--- config.mk ---
export PLATFORM = sky130hd
export DESIGN_NAME = pmod_button_reader
export DESIGN_NICKNAME = d
export VERILOG_FILES = /design/src/rtl/pmod_button_reader.sv
export SDC_FILE = /design/constraint.sdc
export NUM_CORES = 1
export LEC_CHECK = 0
export ABC_CLOCK_PERIOD_IN_PS = 2400
export CAP_MARGIN = 20
export CORE_ASPECT_RATIO = 1.1
export CORE_MARGIN = 10
export CORE_UTILIZATION = 54
export DETAILED_ROUTE_END_ITERATION = 10
export MAX_ROUTING_LAYER = met4
export PLACE_DENSITY = 0.77
export SETUP_SLACK_MARGIN = 0.5
export SYNTH_ARGS = -nofsm -noshare
export SYNTH_HDL_FRONTEND = slang
export SYNTH_SLANG_ARGS = --single-unit
--- constraint.sdc ---
create_clock -name CLK_48 -period 2.4 [get_ports CLK_48]
set_input_delay 0.72 -clock CLK_48 [delete_from_list [all_inputs] [get_ports CLK_48]]
set_output_delay 0.72 -clock CLK_48 [all_outputs]
set_load 0.03 [all_outputs]
--- src/rtl/pmod_button_reader.sv ---
// Eight-line PMOD button reader: synchronise, debounce and queue press/release events.
// Optional long-press events are enabled by defining PMOD_BTN_LONGPRESS_EN.
module pmod_button_reader #(
    parameter int TICK_DIV       = 48000,
    parameter int DEBOUNCE_TICKS = 10,
    parameter int FIFO_DEPTH     = 4,
    parameter int LONG_TICKS     = 1000
) (
    input  logic       CLK_48,
    input  logic       RST_N,
    input  logic [7:0] pmod_in,
    output logic [7:0] btn_state,
    output logic       evt_valid,
    output logic [4:0] evt_data,
    input  logic       evt_ready,
    output logic       overflow,
    input  logic       ovf_clr
);

    localparam int PW = $clog2(TICK_DIV);
    localparam int CW = $clog2(DEBOUNCE_TICKS);
    localparam int AW = $clog2(FIFO_DEPTH);

    logic [7:0]    sync1, sync2, pressed_sync;
    logic [PW-1:0] presc;
    logic          tick;
    logic [CW-1:0] db_cnt [8];
    logic [7:0]    flip;
    logic [7:0]    pend, pend_dir;
    logic [7:0]    grant_pr;
    logic          push_req, push, pop, drop, full, empty;
    logic [4:0]    push_data;
    logic [4:0]    mem [FIFO_DEPTH];
    logic [AW:0]   wr_ptr, rd_ptr, rd_nxt, count;

    always_ff @(posedge CLK_48 or negedge RST_N) begin
        if (!RST_N) begin
            sync1 <= 8'hFF;
            sync2 <= 8'hFF;
        end else begin
            sync1 <= pmod_in;
            sync2 <= sync1;
        end
    end

    assign pressed_sync = ~sync2;
    assign tick         = (presc == PW'(TICK_DIV - 1));

    always_ff @(posedge CLK_48 or negedge RST_N) begin
        if (!RST_N) presc <= '0;
        else        presc <= tick ? '0 : presc + 1'b1;
    end

    always_comb begin
        flip = '0;
        for (int i = 0; i < 8; i++)
            flip[i] = (pressed_sync[i] != btn_state[i]) && tick &&
                      (db_cnt[i] == CW'(DEBOUNCE_TICKS - 1));
    end

    // Any cycle where the synced level matches the accepted one restarts the count.
    always_ff @(posedge CLK_48 or negedge RST_N) begin
        if (!RST_N) begin
            btn_state <= '0;
            pend      <= '0;
            pend_dir  <= '0;
            for (int i = 0; i < 8; i++) db_cnt[i] <= '0;
        end else begin
            btn_state <= btn_state ^ flip;
            for (int i = 0; i < 8; i++) begin
                if (pressed_sync[i] == btn_state[i] || flip[i]) db_cnt[i] <= '0;
                else if (tick)                                  db_cnt[i] <= db_cnt[i] + 1'b1;
                if (grant_pr[i]) pend[i] <= 1'b0;
                if (flip[i]) begin
                    pend[i]     <= 1'b1;
                    pend_dir[i] <= ~btn_state[i];
                end
            end
        end
    end

`ifdef PMOD_BTN_LONGPRESS_EN
    localparam int HW = $clog2(LONG_TICKS + 1);

    logic [HW-1:0] hold_cnt [8];
    logic [7:0]    long_pend, grant_lg;

    // Hold counter saturates at LONG_TICKS so each press yields one long event.
    always_ff @(posedge CLK_48 or negedge RST_N) begin
        if (!RST_N) begin
            long_pend <= '0;
            for (int i = 0; i < 8; i++) hold_cnt[i] <= '0;
        end else begin
            for (int i = 0; i < 8; i++) begin
                if (!btn_state[i])                                hold_cnt[i] <= '0;
                else if (tick && hold_cnt[i] != HW'(LONG_TICKS)) hold_cnt[i] <= hold_cnt[i] + 1'b1;
                if (grant_lg[i]) long_pend[i] <= 1'b0;
                if (btn_state[i] && tick && hold_cnt[i] == HW'(LONG_TICKS - 1))
                    long_pend[i] <= 1'b1;
            end
        end
    end
`endif

    // Lowest channel wins; press/release is served before long at the same index.
    always_comb begin
        push_req  = 1'b0;
        push_data = '0;
        grant_pr  = '0;
`ifdef PMOD_BTN_LONGPRESS_EN
        grant_lg  = '0;
`endif
        for (int i = 0; i < 8; i++) begin
            if (!push_req && pend[i]) begin
                push_req    = 1'b1;
                push_data   = {1'b0, pend_dir[i], 3'(i)};
                grant_pr[i] = 1'b1;
            end
`ifdef PMOD_BTN_LONGPRESS_EN
            else if (!push_req && long_pend[i]) begin
                push_req    = 1'b1;
                push_data   = {2'b10, 3'(i)};
                grant_lg[i] = 1'b1;
            end
`endif
        end
    end

    assign count     = wr_ptr - rd_ptr;
    assign rd_nxt    = rd_ptr + 1'b1;
    assign empty     = (wr_ptr == rd_ptr);
    assign full      = (count == (AW+1)'(FIFO_DEPTH));
    assign evt_valid = !empty;
    assign pop       = evt_valid && evt_ready;
    assign push      = push_req && (!full || pop);
    assign drop      = push_req && full && !pop;

    always_ff @(posedge CLK_48 or negedge RST_N) begin
        if (!RST_N) begin
            wr_ptr   <= '0;
            rd_ptr   <= '0;
            evt_data <= '0;
            overflow <= 1'b0;
            for (int i = 0; i < FIFO_DEPTH; i++) mem[i] <= '0;
        end else begin
            if (push) begin
                mem[wr_ptr[AW-1:0]] <= push_data;
                wr_ptr              <= wr_ptr + 1'b1;
            end
            if (pop) rd_ptr <= rd_nxt;
            // evt_data mirrors the entry that will be at the head next cycle.
            if (pop && count > (AW+1)'(1))
                evt_data <= mem[rd_nxt[AW-1:0]];
            else if (push && (empty || (pop && count == (AW+1)'(1))))
                evt_data <= push_data;
            else if (pop)
                evt_data <= '0;
            if (drop)         overflow <= 1'b1;
            else if (ovf_clr) overflow <= 1'b0;
        end
    end

endmodule

==> impl_metrics.env, run 1 <==
export IMPL_antennaDiodeCount=0
export IMPL_timing_final_hold_violations=0
export IMPL_vias=3975
export IMPL_cts_hold_buf=0
export IMPL_ys_types=64
export IMPL_synthSimpleGateAreaFrac_pct=15.7
export IMPL_area_growth_pct=28.2
export IMPL_cts_max_path_buffers=2
export IMPL_num_rows=39
export IMPL_cap_violations=0
export IMPL_gp_congestion=0.882
export IMPL_htreeDepth=4
export IMPL_die_h_um=127
export IMPL_syn_inst=484
export IMPL_grt_pass1_vias=4193
export IMPL_power_leakage_nw=3.50
export IMPL_crit_start="wr_ptr[0]"
export IMPL_synth_seq_cells=115
export IMPL_r2r_start="wr_ptr[0]"
export IMPL_synth_mux_area_share_pct=6.51
export IMPL_p_seq_share_pct=44.9
export IMPL_overflow=0
export IMPL_synth_most_common_cell="dfrtp_1"
export IMPL_syn_cell_area_um2=5630
export IMPL_pin_count=27
export IMPL_io_buffer_count=25
export IMPL_finalSetupTns_ns=0
export IMPL_stdcell_area_um2=7210
export IMPL_cts_tree="built"
export IMPL_nNetsFinal=605
export IMPL_clock_latency_ns=0.41
export IMPL_synthTopCellsByCount="99 x dfrtp_1, 46 x nor2_1, 31 x inv_1"
export IMPL_wl_per_cell_um=18.0
export IMPL_dp_hpwl_um=7580
export IMPL_drive_above_1_share_pct=29.4
export IMPL_yosysWarnings=0
export IMPL_worst_ep_arrival_time_ns=2.57
export IMPL_post_route_min_period_ns=2.27
export IMPL_tightest_slew_ns=0.709
export IMPL_rsz0062_at_grt="yes"
export IMPL_hold_path_class="input port to asynchronous set/reset pin"
export IMPL_status="finished, final reports clean"
export IMPL_core_area_um2=10300
export IMPL_ant_nets=0
export IMPL_fmax_ghz=0.440
export IMPL_combPwrFrac_pct=2.1
export IMPL_finalSetupViolations=0
export IMPL_clock_sinks=115
export IMPL_synth_edff_count=0
export IMPL_ys_async_sr_fraction_pct=100
export IMPL_drtIter0Drc=176
export IMPL_period_share_pct=94.8
export IMPL_synth_largest_area_cell="dfrtp_1"
export IMPL_slew_limit_headroom_pct=52.7
export IMPL_drc=0
export IMPL_via_per_inst=5.49
export IMPL_grt_use_total_pct=17.5
export IMPL_critPathCaptureType="flop"
export IMPL_initial_utilization_pct=54.7
export IMPL_whs_ns=0.269
export IMPL_finalMaxSlewViolations=0
export IMPL_ir_drop_mv=0.396
export IMPL_path_clk_slew_ns=0.05
export IMPL_cts_root_buffer="clkbuf_16"
export IMPL_seq_area_frac_synth_pct=51.5
export IMPL_crit_type="flop to flop"
export IMPL_avgSynthCellArea_um2=11.6
export IMPL_die_area_um2=14900
export IMPL_skew_ns=0.00761
export IMPL_switchingPower_uw=902
export IMPL_worstPathMaxFanout=6
export IMPL_grt_pass1_wl_um=20700
export IMPL_p_int_mw=3.49
export IMPL_syn_nets=521
export IMPL_synthTopCellsByArea="dfrtp_1 44%, dfstp_2 7.5%, ha_1 5.3%"
export IMPL_antenna_found_initial=0
export IMPL_post_dp_cell_area_um2=6150
export IMPL_synth_top_family_by_area="simple AND/OR/NAND/NOR gates"
export IMPL_cts_inserted_buffers=17
export IMPL_grt_max_degree=47
export IMPL_first_pass_iters=5
export IMPL_die_width_um=117
export IMPL_final_core_util_pct=70.1
export IMPL_synth_compound_area_share_pct=7.69
export IMPL_synth_flop_cell="dfrtp_1"
export IMPL_required_ns=2.69
export IMPL_power_share_clock_pct=53.0
export IMPL_yosys_area_share_xor_xnor_pct=9.27
export IMPL_p_sw_share_pct=20.5
export IMPL_synthAdderAreaFrac_pct=5.69
export IMPL_routed_wl_um=13000
export IMPL_synth_top_cell_area_share_pct=44.0
export IMPL_power_density_nw_per_um2=609
export IMPL_start_kind="flop"
-- placed cells by master, fill, tap and decap left out, types with 4 or more instances in the layout --
cell              n
mux2i_1           7
mux2_2            7
buf_4            41
clkbuf_16        18
nand3_1          28
a21oi_1           5
o31ai_1           9
mux4_2            4
ha_1             21
nand3b_1          5
clkinv_2          5
buf_2             8
dfrtp_1          97
nand2_1          16
clkdlybuf4s50_1  10
inv_1            28
clkbuf_1          6
o21ai_1           4
and3_1           12
nand2_4           5
mux2_4           10
xnor2_1          27
a21o_1            5
and2_1            4
dfstp_2          16
xor2_1           29
nand2b_1          6
o21ai_0          11
nor2_1           45
nor3_4            4
o31ai_4           4
clkdlybuf4s15_1   4
buf_12            5
buf_6             7
-- final timing paths --
| kind | end | slack, ns | cells past startpoint |
|---|---|---|---|
| worst max register to register | mem[0] | 0.13 | 8 |
| worst min register to register | sync2[6] | 0.35 | 0 |
| worst max-delay path | mem[0] | 0.13 | 8 |
| min in group CLK_48 | sync2[6] | 0.35 | 0 |
| worst min-delay path | presc[14] | 0.27 | 1 |
| max in group asynchronous | sync1[2] | 1.49 | 2 |
-- worst max-delay path, cell delays in order, from the launching register on --
cell     delay [ns]
dfrtp_1        0.39
inv_2          0.09
ha_4           0.13
inv_2          0.03
fa_2           0.57
nor2b_4        0.07
a31oi_4        0.40
nand2_4        0.15
mux2_4         0.33
-- registers in the layout, indices dropped and copies added (netlist names) --
name       cells
db_cnt        32
mem           16
presc         16
btn_state      8
pend           8
pend_dir       8
sync1          8
sync2          8
evt_data       4
rd_ptr         3
wr_ptr         3
overflow       1
-- routing by layer --
metal | GRT usage (%) | vias up | wire (um)
li1 | - | 1842 | -
met1 | 18.8 | 2005 | 5300
met2 | 30.5 | 109 | 7040
met3 | 4.49 | 19 | 484
met4 | 6.78 | 0 | 212
met5 | - | - | 0
-- kinds of logic (layout without fill, tap and decap cells) --
kind of cell | count (synthesis) | in the layout
compound gates | 58 | 58
fa+ha+maj | 25 | 25
buf+inv | 45 | 142
flops | 115 | 115
other cells | 1 | 1
simple gates | 154 | 154
xor+xnor | 58 | 58
mux | 28 | 28
-- power groups by stage --
| stage | Sequential (mW) | Clock, mW | Combinational (mW) |
|---|---|---|---|
| final | 1.97 | 2.33 | 0.0939 |
| after global placement | 2.00 | 0 | 0.0901 |
| after floorplan | 2.00 | 0 | 0.0236 |
| after CTS | 1.97 | 2.35 | 0.0933 |
| after global routing | 1.97 | 2.45 | 0.104 |
| after detailed placement | 2.00 | 0 | 0.0914 |
-- timing repair --
action | CTS | global route
resized for setup | 64 | 31
pin swaps | 7 | 8
setup buffers | 15 | 22
cloned | 2 | 1
endpoints found under the hold margin | 0 | 0
setup endpoints to repair | 94 | 82
-- stage by stage --
step                      std cells  total power [mW]  setup slack [ns]
after floorplan                 484              2.03             0.225
after global placement          652              2.09             0.140
after detailed placement        652              2.09             0.116
after CTS                       701              4.42             0.178
after global routing            724              4.53            0.0603
final                           724              4.39             0.125
-- final cells by class --
| class | count | area, um2 |
|---|---|---|
| tap | 143 | 179 |
| multi-input combinational | 324 | 2720 |
| timing repair buffer | 79 | 757 |
| clock buffer | 26 | 489 |
| sequential | 115 | 2900 |
| fill | 645 | 3080 |
| clock inverter | 6 | 55.1 |
| inverter | 31 | 116 |
No activity file was read; power rests on OpenSTA's default activity.
==> run 2: changes to the inputs <==
--- a/config.mk
+++ b/config.mk
@@ -9,10 +9,11 @@
 export CAP_MARGIN = 20
 export CORE_ASPECT_RATIO = 1.1
 export CORE_MARGIN = 10
-export CORE_UTILIZATION = 54
+export CORE_UTILIZATION = 55
+export CTS_BUF_LIST = sky130_fd_sc_hd__clkbuf_8
 export DETAILED_ROUTE_END_ITERATION = 10
 export MAX_ROUTING_LAYER = met4
-export PLACE_DENSITY = 0.77
+export PLACE_DENSITY = 0.79
 export SETUP_SLACK_MARGIN = 0.5
 export SYNTH_ARGS = -nofsm -noshare
 export SYNTH_HDL_FRONTEND = slang
==> run 2 against run 1 <==
Cell area grew 2.6%; register-to-register slack better by 0.11 ns; routed wire length shrank 1.2%; clock power down 30%; first-iteration DRC count rose by 98%; die area decreased by 1.5%; power decreased by 16%.
==> impl_metrics.env, run 2 (synthesized netlist as in run 1, its figures left out) <==
export IMPL_nNetsFinal=613
export IMPL_whs_ns=0.204
export IMPL_vias=3968
export IMPL_grt_pass1_vias=4046
export IMPL_slowest_stage="dfrtp_2"
export IMPL_overflow=0
export IMPL_gp_congestion=0.933
export IMPL_initial_utilization_pct=56.6
export IMPL_cts_hold_buf=0
export IMPL_worstPathMaxFanout=2
export IMPL_power_leakage_nw=3.47
export IMPL_worst_ep_arrival_time_ns=1.48
export IMPL_rsz0062_at_grt="yes"
export IMPL_finalMaxSlewViolations=0
export IMPL_skew_ns=0.0140
export IMPL_antennaDiodeCount=0
export IMPL_cts_max_path_buffers=2
export IMPL_die_h_um=126
export IMPL_fmax_ghz=0.454
export IMPL_cpPeakStageDelay_ns=0.43
export IMPL_dp_hpwl_um=7850
export IMPL_cap_violations=0
export IMPL_pin_count=27
export IMPL_worstPathCellList="ha_4 -> nand2_4 -> nor2_4 -> inv_2 -> buf_6"
export IMPL_largest_reg_flops=32
export IMPL_mostFrequentLayoutCells="97 x dfrtp_1, 44 x nor2_1, 41 x buf_4, 33 x inv_1, 28 x xor2_1"
export IMPL_hold_path_class="input port to asynchronous set/reset pin"
export IMPL_area_growth_pct=31.5
export IMPL_period_share_pct=91.8
export IMPL_cts_inserted_buffers=17
export IMPL_grt_pass1_wl_um=19800
export IMPL_slew_limit_headroom_pct=61.7
export IMPL_status="finished, final reports clean"
export IMPL_required_ns=1.68
export IMPL_worst_path_buf_inv=2
export IMPL_regMostFlops="db_cnt"
export IMPL_post_route_min_period_ns=2.20
export IMPL_clock_sinks=115
export IMPL_htreeDepth=4
export IMPL_core_area_um2=9940
export IMPL_grt_max_degree=40
export IMPL_wl_per_cell_um=18.2
export IMPL_antenna_found_initial=0
export IMPL_die_area_um2=14700
export IMPL_final_common_cell="dfrtp_1"
export IMPL_drc=0
export IMPL_ir_drop_mv=0.438
export IMPL_grt_use_total_pct=17.4
export IMPL_r2r_end="evt_data[2]"
export IMPL_io_buffer_count=25
export IMPL_drtIter0Drc=349
export IMPL_routed_wl_um=12900
export IMPL_tightest_slew_ns=0.575
export IMPL_die_width_um=116
export IMPL_power_density_nw_per_um2=498
export IMPL_worst_slack_ns=0.196
export IMPL_via_per_inst=5.60
export IMPL_rr_worst_depth=9
export IMPL_r2r_start="wr_ptr[0]"
export IMPL_critPathCaptureType="output port"
export IMPL_cts_root_buffer="clkbuf_8"
export IMPL_start_kind="flop"
export IMPL_timing_final_hold_violations=0
export IMPL_crit_type="flop to output port"
export IMPL_cts_tree="built"
export IMPL_dp_slack_ns=0.0334
export IMPL_cpLargestDelayFamily="flip-flops"
export IMPL_clock_latency_ns=0.44
export IMPL_r2r_setup_slack_ns=0.24
export IMPL_first_pass_iters=4
export IMPL_reg_top3="db_cnt: 32 flops, mem: 16 flops, presc: 16 flops"
export IMPL_num_rows=38
export IMPL_path_clk_slew_ns=0.07
export IMPL_finalSetupViolations=0
export IMPL_finalSetupTns_ns=0
export IMPL_ant_nets=0
export IMPL_drive_above_1_share_pct=37.4
-- run 2: cell count changes in the layout (fill, tap and decap cells not counted), sizes merged --
cell           before  now
buf                62   69
bufbuf              1    0
clkbuf             28   23
clkdlybuf4s15       4    5
inv                31   37
-- run 2: worst register-to-register path, cell delays in order (launching register included) --
cell and delay (ns):
dfrtp_1 0.40, inv_2 0.08, ha_4 0.12, inv_2 0.03, fa_2 0.33, xnor3_2 0.31
nor2_2 0.08, a31o_2 0.23, and2_4 0.17, a221o_1 0.30
-- run 2: final cells by class --
cell class	instances	area [um2]
sequential	115	2900
clock inverter	12	77.6
fill	573	2540
tap	120	150
timing repair buffer	87	855
multi-input combinational	324	3020
inverter	31	116
clock buffer	20	275
-- run 2: per-stage QoR --
stage | power (mW) | utilization (%) | std cells | instance area (um2)
global placement | 2.09 | 61.9 | 635 | 6150
detailed placement | 2.10 | 61.9 | 635 | 6150
CTS | 3.70 | 67.3 | 679 | 6690
finish | 3.69 | 74.5 | 709 | 7400
global route | 3.82 | 74.5 | 709 | 7400
floorplan | 2.03 | - | 484 | 5670
-- run 2: what timing repair did --
item | in CTS | in global routing
setup endpoints to repair | 101 | 77
setup buffers | 12 | 28
pin swaps | 15 | 45
hold endpoints to repair | 0 | 0
gates resized for setup | 81 | 89
gates cloned | 0 | 2
-- run 2: power breakdown --
| group | total [mW] | switching, mW | internal, mW |
|---|---|---|---|
| combinational | 0.100 | 0.0656 | 0.0345 |
| clock | 1.62 | 0.751 | 0.867 |
| sequential | 1.97 | 0.00491 | 1.96 |
-- run 2: per-layer routing --
metal,GRT usage (%),vias up,routed length (um)
met4,7.44,0,318
met5,-,-,0
met3,4.51,31,482
li1,-,1845,-
met1,20.5,2003,5210
met2,27.6,89,6870
-- run 2: worst max path at each step --
| stage | depth (start not counted) | start | end | slack, ns |
|---|---|---|---|---|
| 5_1_grt | 6 | wr_ptr[0] | evt_valid | 0.11 |
| 3_5_place_dp | 5 | evt_ready | mem[0] | 0.03 |
| 2_1_floorplan | 8 | wr_ptr[0] | mem[0] | 0.23 |
| 6_report | 5 | wr_ptr[1] | evt_valid | 0.20 |
| 4_1_cts | 5 | rd_ptr[0] | evt_valid | 0.15 |
| 3_3_place_gp | 5 | evt_ready | mem[2] | 0.08 |
==> run 3: changes to the inputs <==
--- a/config.mk
+++ b/config.mk
@@ -5,7 +5,7 @@
 export SDC_FILE = /design/constraint.sdc
 export NUM_CORES = 1
 export LEC_CHECK = 0
-export ABC_CLOCK_PERIOD_IN_PS = 2400
+export ABC_CLOCK_PERIOD_IN_PS = 2650
 export CAP_MARGIN = 20
 export CORE_ASPECT_RATIO = 1.1
 export CORE_MARGIN = 10
@@ -13,7 +13,7 @@
 export CTS_BUF_LIST = sky130_fd_sc_hd__clkbuf_8
 export DETAILED_ROUTE_END_ITERATION = 10
 export MAX_ROUTING_LAYER = met4
-export PLACE_DENSITY = 0.79
+export PLACE_DENSITY = 0.76
 export SETUP_SLACK_MARGIN = 0.5
 export SYNTH_ARGS = -nofsm -noshare
 export SYNTH_HDL_FRONTEND = slang
==> constraint.sdc (replaced) <==
create_clock -name CLK_48 -period 2.65 [get_ports CLK_48]
set_input_delay 0.795 -clock CLK_48 [delete_from_list [all_inputs] [get_ports CLK_48]]
set_output_delay 0.795 -clock CLK_48 [all_outputs]
set_load 0.03 [all_outputs]
==> run 3 against run 2 <==
Global-route usage fell by 1.1 points; clock skew fell by 0.0038 ns; cell area fell by 9.4%.
==> impl_metrics.env, run 3 (synthesized netlist as in run 1, its figures left out) <==
export IMPL_status="finished, final reports clean"
export IMPL_grt_pass1_vias=3881
export IMPL_nFillCells=709
export IMPL_mostFrequentLayoutCells="99 x dfrtp_1, 45 x nor2_1, 29 x xor2_1, 29 x nand3_1, 28 x inv_1"
export IMPL_gp_congestion=0.881
export IMPL_cpPeakStageDelay_ns=0.60
export IMPL_tightest_slew_ns=0.603
export IMPL_core_area_um2=9940
export IMPL_worstPathMaxFanout=7
export IMPL_cts_hold_buf=0
export IMPL_finalSetupViolations=0
export IMPL_cap_violations=0
export IMPL_dp_hpwl_um=7410
export IMPL_die_width_um=116
export IMPL_cts_max_path_buffers=2
export IMPL_wl_per_cell_um=16.4
export IMPL_ant_nets=0
export IMPL_largest_reg_flops=32
export IMPL_worstPathCellList="buf_4 -> fa_2 -> nor2b_4 -> a31oi_4 -> nand2_4 -> mux2_4"
export IMPL_num_rows=38
export IMPL_grt_max_degree=116
export IMPL_regMostFlops="db_cnt"
export IMPL_finalMaxSlewViolations=0
export IMPL_vias=3744
export IMPL_critPathCaptureType="flop"
export IMPL_worst_slack_ns=0.356
export IMPL_drtIter0Drc=200
export IMPL_slowest_stage="fa_2"
export IMPL_area_growth_pct=19.1
export IMPL_via_per_inst=5.55
export IMPL_power_density_nw_per_um2=527
export IMPL_cts_inserted_buffers=17
export IMPL_first_pass_iters=5
export IMPL_final_common_cell="dfrtp_1"
export IMPL_cpLargestDelayFamily="adder cells"
export IMPL_io_buffer_count=25
export IMPL_power_leakage_nw=3.27
export IMPL_dp_slack_ns=0.149
export IMPL_worst_ep_arrival_time_ns=2.61
export IMPL_routed_wl_um=11100
export IMPL_overflow=0
export IMPL_crit_type="flop to flop"
export IMPL_skew_ns=0.0102
export IMPL_post_route_min_period_ns=2.29
export IMPL_worst_path_buf_inv=1
export IMPL_post_dp_cell_area_um2=6060
export IMPL_required_ns=2.96
export IMPL_cts_tree="built"
export IMPL_ir_drop_mv=0.353
export IMPL_fmax_ghz=0.436
export IMPL_timing_final_hold_violations=0
export IMPL_grt_use_total_pct=16.3
export IMPL_antenna_found_initial=0
export IMPL_die_h_um=126
export IMPL_nNetsFinal=578
export IMPL_period_share_pct=86.6
export IMPL_grt_pass1_wl_um=18500
export IMPL_finalSetupTns_ns=0
export IMPL_clock_sinks=115
export IMPL_pin_count=27
export IMPL_antennaDiodeCount=0
export IMPL_path_clk_slew_ns=0.07
export IMPL_stdcell_area_um2=6700
export IMPL_die_area_um2=14700
export IMPL_start_kind="flop"
export IMPL_slew_limit_headroom_pct=59.8
export IMPL_cts_root_buffer="clkbuf_8"
export IMPL_clock_latency_ns=0.43
export IMPL_htreeDepth=4
export IMPL_initial_utilization_pct=56.6
export IMPL_reg_top3="db_cnt: 32 flops, mem: 16 flops, presc: 16 flops"
export IMPL_drive_above_1_share_pct=25.5
export IMPL_drc=0
export IMPL_hold_path_class="flop to flop"
export IMPL_rsz0062_at_grt="yes"
[run 3: cell count changes in the layout (fill, tap and decap cells not counted), moves of 6 or more]
cell           delta
dlygate4sd2_1     +9
buf_2             -8
nand3_2           -6
buf_6             -6
nand3_1          +14
buf_4            -17
nand3_4           -8
o31ai_1           +7
[run 3: area by class of cell]
cell class	instances	area, um2	area share (%)
Clock buffer	18	248	3.70
Sequential cell	115	2900	43.2
Clock inverter	14	161	2.41
Timing Repair Buffer	52	454	6.78
Inverter	31	116	1.74
Tap cell	120	150	2.24
Multi-Input combinational cell	324	2670	39.9
[run 3: repair_timing]
action | 4_1_cts | 5_1_grt
setup buffers | 8 | 7
setup endpoints to repair | 90 | 51
resized for setup | 32 | 23
pin swaps | 11 | 10
cloned | 0 | 0
[run 3: per-stage QoR]
step / std cells / hold slack, ns / utilization [%] / power, mW
final: 674 / 0.352 / 67.4 / 3.53
after global routing: 674 / 0.360 / 67.4 / 3.66
after CTS: 667 / 0.355 / 66.0 / 3.57
after detailed placement: 627 / 0.347 / 61.0 / 1.89
after global placement: 627 / 0.346 / 61.0 / 1.89
after floorplan: 484 / 0.345 / - / 1.83
[run 3: worst register-to-register path: cells and delay by family, from the launching register on]
kind / cells / cell delay (ns)
mux: 1 / 0.32
fa+ha+maj: 1 / 0.61
compound gates: 1 / 0.44
flops: 1 / 0.42
buf+inv: 1 / 0.18
simple gates: 2 / 0.21
[run 3: report_power, final]
part	internal [mW]	switching, mW	total (mW)	leakage (nW)
combinational	0.0260	0.0534	0.0794	1.53
clock	0.946	0.724	1.67	0.197
sequential	1.78	0.00450	1.78	1.54
total	2.75	0.782	3.53	3.27
[run 3: final timing paths]
check | startpoint | endpoint | slack (ns) | cells past startpoint
min in group asynchronous | RST_N | mem[13] | 0.40 | 2
max reg2reg | wr_ptr[1] | mem[2] | 0.36 | 6
min | sync1[6] | sync2[6] | 0.35 | 0
max | wr_ptr[1] | mem[2] | 0.36 | 6
min reg2reg | sync1[6] | sync2[6] | 0.35 | 0
max in group asynchronous | RST_N | presc[0] | 1.77 | 2
[run 3: per-layer routing]
metal | up-vias | part of all wire (%) | global-route usage, %
met1 | 1905 | 42 | 18.7
met4 | 0 | 1.1 | 6.19
met3 | 12 | 3.9 | 4.99
met2 | 60 | 53 | 26.2
met5 | - | 0 | -
li1 | 1767 | - | -
